[src/rtl/pc_pkg.sv]
// Shared types for the program-counter stage: FSM encoding and request priority.
// Latency: n/a (types and a pure decode function only).
// Backpressure: n/a.
package pc_pkg;

  // Two-state control FSM; FAULT is sticky until reset.
  typedef enum logic {
    PC_RUN   = 1'b0,
    PC_FAULT = 1'b1
  } pc_state_e;

  // One action is taken per enabled cycle; the enum order doubles as the
  // priority ranking (higher value wins).
  typedef enum logic [2:0] {
    REQ_NONE = 3'd0,
    REQ_INC  = 3'd1,
    REQ_JMP  = 3'd2,
    REQ_CALL = 3'd3,
    REQ_RET  = 3'd4
  } pc_req_e;

  localparam pc_req_e PC_REQ_HIGHEST = REQ_RET;
  localparam pc_req_e PC_REQ_LOWEST  = REQ_INC;

  // Collapse simultaneous requests to the single winner: ret > call > jmp > inc.
  function automatic pc_req_e pc_decode_req(input logic ret, input logic call,
                                            input logic jmp, input logic inc);
    pc_req_e req;
    req = REQ_NONE;
    if (ret)       req = REQ_RET;
    else if (call) req = REQ_CALL;
    else if (jmp)  req = REQ_JMP;
    else if (inc)  req = REQ_INC;
    return req;
  endfunction

endpackage

[src/rtl/pc_unit_if.sv]
// Request/status bundle between the sequencer and the program-counter stage.
// Latency: n/a (wires only).
// Backpressure: none; requests are single-cycle strobes qualified by en.
//  master: drives en/inc/jmp/call/ret/target, observes pc_out and flags.
//  slave : the pc_unit side.
interface pc_unit_if #(
  parameter int WIDTH = 8
);
  logic             en;
  logic             inc;
  logic             jmp;
  logic             call;
  logic             ret;
  logic [WIDTH-1:0] target;
  logic [WIDTH-1:0] pc_out;
  logic             stk_empty;
  logic             stk_full;
  logic             fault;

  modport master (
    output en, inc, jmp, call, ret, target,
    input  pc_out, stk_empty, stk_full, fault
  );

  modport slave (
    input  en, inc, jmp, call, ret, target,
    output pc_out, stk_empty, stk_full, fault
  );
endinterface

[src/rtl/ret_stack.sv]
// Return-address LIFO; the caller guarantees no push when full and no pop when empty.
// Latency: top-of-stack read is combinational; sp and flags update at the next edge.
// Backpressure: none; full_o/empty_o are advisory for the owner.
//  Ports: clk, rst_n (sync, active-low, resets sp only), push_i, pop_i,
//  data_i (value pushed), data_o (current top), full_o, empty_o (registered).
module ret_stack #(
  parameter int WIDTH = 8,
  parameter int DEPTH = 4
) (
  input  logic             clk,
  input  logic             rst_n,
  input  logic             push_i,
  input  logic             pop_i,
  input  logic [WIDTH-1:0] data_i,
  output logic [WIDTH-1:0] data_o,
  output logic             full_o,
  output logic             empty_o
);

  localparam int AW  = $clog2(DEPTH);
  localparam int SPW = AW + 1;  // one extra bit so DEPTH itself is representable

  logic [WIDTH-1:0] mem_q [DEPTH];
  logic [SPW-1:0]   sp_q, sp_d;
  logic [SPW-1:0]   top_idx;
  logic             full_q, empty_q;

  assign top_idx = sp_q - SPW'(1);
  assign data_o  = mem_q[top_idx[AW-1:0]];
  assign full_o  = full_q;
  assign empty_o = empty_q;

  always_comb begin
    sp_d = sp_q;
    if (push_i)     sp_d = sp_q + SPW'(1);
    else if (pop_i) sp_d = sp_q - SPW'(1);
  end

  // Flags are registered but decoded from the next sp so they track sp exactly.
  always_ff @(posedge clk) begin
    if (!rst_n) begin
      sp_q    <= '0;
      full_q  <= 1'b0;
      empty_q <= 1'b1;
    end else begin
      sp_q    <= sp_d;
      full_q  <= (sp_d == SPW'(DEPTH));
      empty_q <= (sp_d == '0);
    end
  end

  // Contents deliberately survive reset; only the pointer is cleared.
  always_ff @(posedge clk) begin
    if (rst_n && push_i) mem_q[sp_q[AW-1:0]] <= data_i;
  end

endmodule

[src/rtl/pc_unit.sv]
// Program-counter stage: inc/jmp/call/ret with an on-chip return stack and sticky fault.
// Latency: new pc_out and flags visible one cycle after the request edge.
// Backpressure: none; en=0 or FAULT silently drops requests.
//  Ports: clk, rst_n (sync, active-low), bus (pc_unit_if.slave):
//  en/inc/jmp/call/ret/target in; pc_out/stk_empty/stk_full/fault out.
module pc_unit
  import pc_pkg::*;
#(
  parameter int               WIDTH       = 8,
  parameter int               STACK_DEPTH = 4,
  parameter logic [WIDTH-1:0] RESET_VEC   = '0
) (
  input  logic       clk,
  input  logic       rst_n,
  pc_unit_if.slave   bus
);

  pc_state_e        state_q, state_d;
  logic [WIDTH-1:0] pc_q, pc_d;
  logic [WIDTH-1:0] pc_plus1;
  logic [WIDTH-1:0] stk_top;
  logic             push, pop;
  logic             stk_full, stk_empty;
  pc_req_e          req;

  // Modulo 2^WIDTH: FF+1 wraps to 00, both for inc and for the pushed return address.
  assign pc_plus1 = pc_q + WIDTH'(1);
  assign req      = pc_decode_req(bus.ret, bus.call, bus.jmp, bus.inc);

  ret_stack #(
    .WIDTH (WIDTH),
    .DEPTH (STACK_DEPTH)
  ) u_stack (
    .clk     (clk),
    .rst_n   (rst_n),
    .push_i  (push),
    .pop_i   (pop),
    .data_i  (pc_plus1),
    .data_o  (stk_top),
    .full_o  (stk_full),
    .empty_o (stk_empty)
  );

  always_comb begin
    state_d = state_q;
    pc_d    = pc_q;
    push    = 1'b0;
    pop     = 1'b0;
    if (state_q == PC_RUN && bus.en) begin
      unique case (req)
        REQ_RET: begin
          if (stk_empty) state_d = PC_FAULT;
          else begin
            pop  = 1'b1;
            pc_d = stk_top;
          end
        end
        REQ_CALL: begin
          if (stk_full) state_d = PC_FAULT;
          else begin
            push = 1'b1;
            pc_d = bus.target;
          end
        end
        REQ_JMP:  pc_d = bus.target;
        REQ_INC:  pc_d = pc_plus1;
        default:  pc_d = pc_q;
      endcase
    end
  end

  always_ff @(posedge clk) begin
    if (!rst_n) begin
      state_q <= PC_RUN;
      pc_q    <= RESET_VEC;
    end else begin
      state_q <= state_d;
      pc_q    <= pc_d;
    end
  end

  assign bus.pc_out    = pc_q;
  assign bus.stk_empty = stk_empty;
  assign bus.stk_full  = stk_full;
  assign bus.fault     = (state_q == PC_FAULT);

endmodule
[src/flat_wrapper.sv]
// flat-port wrapper written by rule: the top's interface ports become plain ports
module pc_unit_flat import pc_pkg::*;
#(
  parameter int               WIDTH       = 8,
  parameter int               STACK_DEPTH = 4,
  parameter logic [WIDTH-1:0] RESET_VEC   = '0
)
  (clk, rst_n, bus_en, bus_inc, bus_jmp, bus_call, bus_ret, bus_target, bus_pc_out, bus_stk_empty, bus_stk_full, bus_fault);
  pc_unit_if #(.WIDTH(WIDTH)) bus_i ();
  input  logic clk;
  input  logic rst_n;
  input wire logic [$bits(bus_i.en)-1:0] bus_en;
  input wire logic [$bits(bus_i.inc)-1:0] bus_inc;
  input wire logic [$bits(bus_i.jmp)-1:0] bus_jmp;
  input wire logic [$bits(bus_i.call)-1:0] bus_call;
  input wire logic [$bits(bus_i.ret)-1:0] bus_ret;
  input wire logic [$bits(bus_i.target)-1:0] bus_target;
  output wire logic [$bits(bus_i.pc_out)-1:0] bus_pc_out;
  output wire logic [$bits(bus_i.stk_empty)-1:0] bus_stk_empty;
  output wire logic [$bits(bus_i.stk_full)-1:0] bus_stk_full;
  output wire logic [$bits(bus_i.fault)-1:0] bus_fault;
  assign bus_i.en = bus_en;
  assign bus_i.inc = bus_inc;
  assign bus_i.jmp = bus_jmp;
  assign bus_i.call = bus_call;
  assign bus_i.ret = bus_ret;
  assign bus_i.target = bus_target;
  assign bus_pc_out = bus_i.pc_out;
  assign bus_stk_empty = bus_i.stk_empty;
  assign bus_stk_full = bus_i.stk_full;
  assign bus_fault = bus_i.fault;
  pc_unit #(.WIDTH(WIDTH), .STACK_DEPTH(STACK_DEPTH), .RESET_VEC(RESET_VEC)) u_core (.clk(clk), .rst_n(rst_n), .bus(bus_i));
endmodule
[config.mk]
export PLATFORM = sky130hd
export DESIGN_NAME = pc_unit_flat
export DESIGN_NICKNAME = d
export VERILOG_FILES = /design/src/rtl/pc_pkg.sv /design/src/rtl/pc_unit_if.sv /design/src/rtl/ret_stack.sv /design/src/rtl/pc_unit.sv /design/src/flat_wrapper.sv
export SDC_FILE = /design/constraint.sdc
export NUM_CORES = 1
export LEC_CHECK = 0
export CAP_MARGIN = 20
export CORE_MARGIN = 8
export CORE_UTILIZATION = 40
export CTS_CLUSTER_SIZE = 25
export DETAILED_ROUTE_END_ITERATION = 7
export DONT_BUFFER_PORTS = 1
export SLEW_MARGIN = 20
export SYNTH_ARGS = -nofsm -noshare
export SYNTH_HDL_FRONTEND = slang
export SYNTH_SLANG_ARGS = --single-unit
[constraint.sdc]
create_clock -name clk -period 5.4 [get_ports clk]
set_input_delay 0.27 -clock clk [delete_from_list [all_inputs] [get_ports clk]]
set_output_delay 0.27 -clock clk [all_outputs]
set_load 0.01 [all_outputs]
After elaboration in Yosys (flattened, before gate mapping)
Memories as Yosys holds them, arrays and structs flattened.
Cells that the tools add are included.
Cells by class
  add/sub/neg operators: 3
  multiply operators: 0
  divide/modulo/power cells: 0
  order comparisons: 0
  eq/ne operators: 9
  shift-type cells: 0
  muxes and demuxes: 20
  bitwise gates (word level): 1
  reductions and logical operators: 7
Operator list (count)
  8-bit one-hot mux with 4 select lines: 1
  8-bit 2-to-1 mux: 2
  3-bit 2-to-1 mux: 5
  1-bit 2-to-1 mux: 11
  8-bit by 1-bit adder with 8-bit output (second input constant): 1
  2-bit != test (second input constant): 4
  4-bit AND reduction: 2
  3-bit by 2-bit == test with 1-bit output (second input constant): 2
  3-bit == test (second input constant): 2
  4-bit nonzero test: 1
  3-bit by 1-bit adder with 3-bit output (second input constant): 1
  3-bit by 1-bit == test with 1-bit output (second input constant): 1
  3-bit zero test: 1
  3-bit by 1-bit subtractor with 3-bit output (second input constant): 1
  1-bit logical AND: 2
  1-bit one-hot mux with 2 select lines: 1
  2-bit nonzero test: 1
  1-bit inverter: 1
Storage, ports and cells
  register bits after elaboration: 14
  bits in latches: 0
  memory bits (writable): 32
  ROM bits: 0
  bits of input ports: 15
  output and inout bits: 11
  word-level logic and storage cells: 46
  memories kept: 1
Memory list
  u_core.u_stack.mem_q: words 4, width 8, rd ports 1, clocked after memory_dff 0, wr ports 1, RTL line ret_stack.sv:23  | logic [WIDTH-1:0] mem_q [DEPTH];

Depth between registers and ports, before layout
  depth after elaboration: 10
  mapped depth: 7
  gate-level depth less buffers: 6

By module
A second synthesis with hierarchy kept.
Unflattened totals
  cell total of the unflattened synthesis: 172
  area total of the unflattened synthesis: 2254.7 um^2
Modules (own cells, without submodules)
  ret_stack: times used 1, cells each 80, area an instance 1524.0 um^2, seq. area each 1061.0 um^2
  pc_unit: times used 1, cells each 92, area an instance 730.7 um^2, seq. area each 180.2 um^2

Least setup slack after synthesis
Ideal clock, no wire load.
  path kind: reg2reg
  from: reg u_core.u_stack.sp_q[0]
  to: reg u_core.pc_q[3] (netlist: u_core.bus.pc_out[3])
  library setup time: 0.126 ns
  arrival: 1.896 ns
  required time: 5.274 ns
  slack: 3.378 ns
  stages on the path, launching flop included: 8
  path buffers: 2
  clock period less this slack: 2.022 ns
  cell sequence: dfxtp_1 > buf_4 > inv_1 > ha_1 > buf_2 > mux4_2 > a222oi_1 > a21oi_1
On the way
  longest elaborated chain between the ends: 4
Ends and longest elaborated chain
  from (decl): RTL line ret_stack.sv:24  | logic [SPW-1:0] sp_q, sp_d;
  from (signal assigned): RTL line ret_stack.sv:46  | sp_q <= sp_d;
  3-bit by 1-bit subtractor with 3-bit output: RTL line ret_stack.sv:28  | assign top_idx = sp_q - SPW'(1);
  memory read 4 x 8 bit
  8-bit 2-to-1 mux: RTL line pc_unit.sv:52  | if (stk_empty) state_d = PC_FAULT;
  8-bit one-hot mux with 4 select lines: RTL line pc_unit.sv:50  | unique case (req)
  to (signal assigned): RTL line pc_unit.sv:78  | pc_q <= pc_d;
  to (decl): RTL line pc_unit.sv:19  | logic [WIDTH-1:0] pc_q, pc_d;
Every way passes these cells. The select of a mux whose other input is x is not followed.
A chain may end at the register's enable or synchronous reset.

Worst setup path in the final report
  from: reg u_core.u_stack.sp_q[0]
  to: reg u_core.pc_q[4] (netlist: u_core.bus.pc_out[4])
Same word-level chain as after synthesis.

==> results.ini <==
[global_routing]
antenna_found_initial=0
grt_pass1_wl_mm=7.54
overflow=0
grt_max_degree=16
grt.total_usage_pct=11.8
grt_pass1_vias=1345

[power_and_ir_drop]
power_mw=0.874
ir_drop_mv=0.128
p_per_area_nw_per_um2=373
power.leakage_nw=0.763

[sta]
final-setup-viol-count=0
tns_ns=0
tightestPinTransition_ns=0.769
timing.final.crit_share_pct=47.9
period_needed_ns=2.59
fmax_mhz=386
rsz0062_at_grt=no
drv_slew=0
hold_violations=0
finClkSkew_ns=0.00823
slew_headroom_pct=48.6

[finish]
n_fill_cell=501
seq_area_sq_um=1240
finalNetCount=184
diodes=0
drive_gt1_share_pct=17.6
multi_input_area_sq_um=887
area_growth_syn_to_layout_pct=7.27
instances_no_fill=237

[setup_path]
worstSetupPathType=reg2reg
critPathLaunch=u_core.u_stack.sp_q[0]
worstRegToRegCells=5
worstReg2RegEnd=u_core.bus.pc_out[4]
critPathCaptureType=flop
crit_path_start_kind=flop
crit_path_max_incr_delay_ns=0.83
worstPathRequired_ns=5.59
crit_path_end=u_core.bus.pc_out[4]
timing.rr.start=u_core.u_stack.sp_q[0]
critical_path.cell_chain=inv_1 > ha_1 > mux4_2 > a222oi_1 > a21oi_1
crit_slowest_cell=dfxtp_1
crit_arrival_ns=2.78
reg2reg_setup_slack_ns=2.81
crit_fanout=14

[die]
die_y_um=89.9
fp-row-count=27
start_util_pct=40.4
die_area_sq_um=8080
ioPinCount=26
die-width_um=89.9
core_sq_um=5410

[worst_hold_path]
hold_path.class=in2reg
hold_path_startpoint=rst_n

[yosys]
syn_nets=184
synthCells=164
ys_types=48
ys_seq_elements=46
synth_edf_count=32
synth-async-reset-ratio_pct=0
avgSynthCellArea_sq_um=13.3
yosysSeqAreaShare_pct=56.8
synth_area_sq_um=2180
synth_flop_cell=edfxtp_1
synth.yosys.warnings=0

[clock_tree]
hold_buffers=0
cts_max_level=2
cts_sinks=46
cts_tree=yes
cts_resized=0
postCtsSetupBuffers=0
clockBufferDepth=2
clkTransAtPathRegs_ns=0.09
ctsRootBufferMaster=clkbuf_8
clk_latency_ns=0.30
cts_buffers=5

[route]
drt_wl_total_mm=4.62
drt_pass1_iterations=4
drt-vias-per-instance=5.75
drc=0
wl_per_cell_um=19.5
drt_iter0_drc=91
vias=1362
antenna_left=0

[placement]
place.gp.congestion=0.749
portBuffers=0
placed_cells=229
place_hpwl_mm=3.36

[status]
outcome=complete, no violations

[flow_run]
maxCapViolations=0

-- final cells by class --
| class | count | area share, % |
|---|---|---|
| Clock buffer | 6 | 3.10 |
| Sequential cell | 46 | 53.0 |
| Clock inverter | 2 | 1.60 |
| Multi-Input combinational cell | 107 | 37.9 |
| Tap cell | 72 | 3.84 |
| Inverter | 4 | 0.641 |
-- worst max-delay path: cells and delay by family (launching register included) --
family | cells | cell delay [ns]
flip-flops | 1 | 0.83
adder cells (fa/ha/maj) | 1 | 0.66
AO/OA/AOI/OAI | 2 | 0.44
multiplexers | 1 | 0.38
buffers and inverters | 1 | 0.15
-- logic make-up (layout without fill, tap and decap cells) --
| logic type | after synthesis | count (layout) | synth area share, % |
|---|---|---|---|
| compound gates | 37 | 37 | 12.5 |
| xor+xnor | 5 | 5 | 2.00 |
| fa+ha+maj | 5 | 5 | 2.86 |
| buf+inv | 11 | 12 | 2.58 |
| flops | 46 | 46 | 56.8 |
| mux | 11 | 11 | 9.74 |
| simple gates | 49 | 49 | 13.5 |
-- cells in the final DEF, fill, tap and decap left out, types with 4 or more instances in the layout --
master	Yosys	final
ha_1	5	5
nor3_1	4	4
dfxtp_1	14	14
nand2_1	11	11
a21oi_1	4	4
mux4_2	8	8
and2_1	5	5
o21ai_0	10	10
clkbuf_8	0	5
o21a_1	4	4
nand3_1	4	4
inv_1	4	4
edfxtp_1	32	32
nor2_1	4	4
-- power breakdown --
part / internal, mW / switching [mW]
clock network: 0.138 / 0.118
logic: 0.0838 / 0.0875
registers: 0.406 / 0.0399
-- state kept, by name (all words and copies together), names as in the netlist --
| register | count |
|---|---|
| u_core.u_stack.full_o | 1 |
| u_core.u_stack.sp_q | 3 |
| u_core.u_stack.empty_o | 1 |
| u_core.bus.fault | 1 |
| u_core.bus.pc_out | 8 |
| u_core.u_stack.mem_q | 32 |
-- Yosys cell counts, types with 2 or more instances --
cell      instances  area [sq um]
nor2b_1           3          18.8
edfxtp_1         32           961
buf_2             3          15.0
xor2_1            2          17.5
a41oi_2           3          48.8
a21oi_1           4          20.0
nand3_1           4          20.0
a31oi_1           3          18.8
dfxtp_1          14           280
nor3_1            4          20.0
mux2_2            2          22.5
a222oi_1          2          20.0
nor2_1            4          15.0
o22ai_1           2          12.5
xnor2_1           3          26.3
and3b_1           2          17.5
nand2_1          11          41.3
or2_2             3          18.8
and2_1            5          31.3
ha_1              5          62.6
nand2b_1          2          12.5
o21a_1            4          30.0
o21ai_0          10          50.1
o21ai_1           3          15.0
mux4_2            8           180
inv_1             4          15.0
-- per-stage QoR --
step                      setup slack (ns)  cell area, sq um  utilization, %  hold slack, ns
after global routing                  2.55              2340            43.4          0.0731
after floorplan                       3.38              2180               -           0.433
final                                 2.81              2340            43.4          0.0733
after global placement                2.93              2230            41.3           0.387
after CTS                             2.76              2340            43.4          0.0624
after detailed placement              2.78              2230            41.3           0.390
-- worst min path at each step --
stage	endpoint	slack [ns]	cells after the start
finish	u_core.bus.pc_out[3]	0.07	2
global route	u_core.bus.pc_out[3]	0.07	2
CTS	u_core.bus.pc_out[3]	0.06	2
detailed placement	u_core.bus.pc_out[3]	0.39	2
global placement	u_core.bus.pc_out[3]	0.39	2
floorplan	u_core.bus.fault	0.43	2
-- routing by layer --
| metal | vias to the layer above | track usage [%] | part of all wire, % |
|---|---|---|---|
| met1 | 685 | 14.7 | 44 |
| met2 | 38 | 18.0 | 48 |
| met4 | 0 | 4.72 | 1.7 |
| li1 | 631 | - | - |
| met3 | 8 | 4.24 | 6.4 |
| met5 | - | 0 | 0 |
Power figures use the tool's default switching activity.
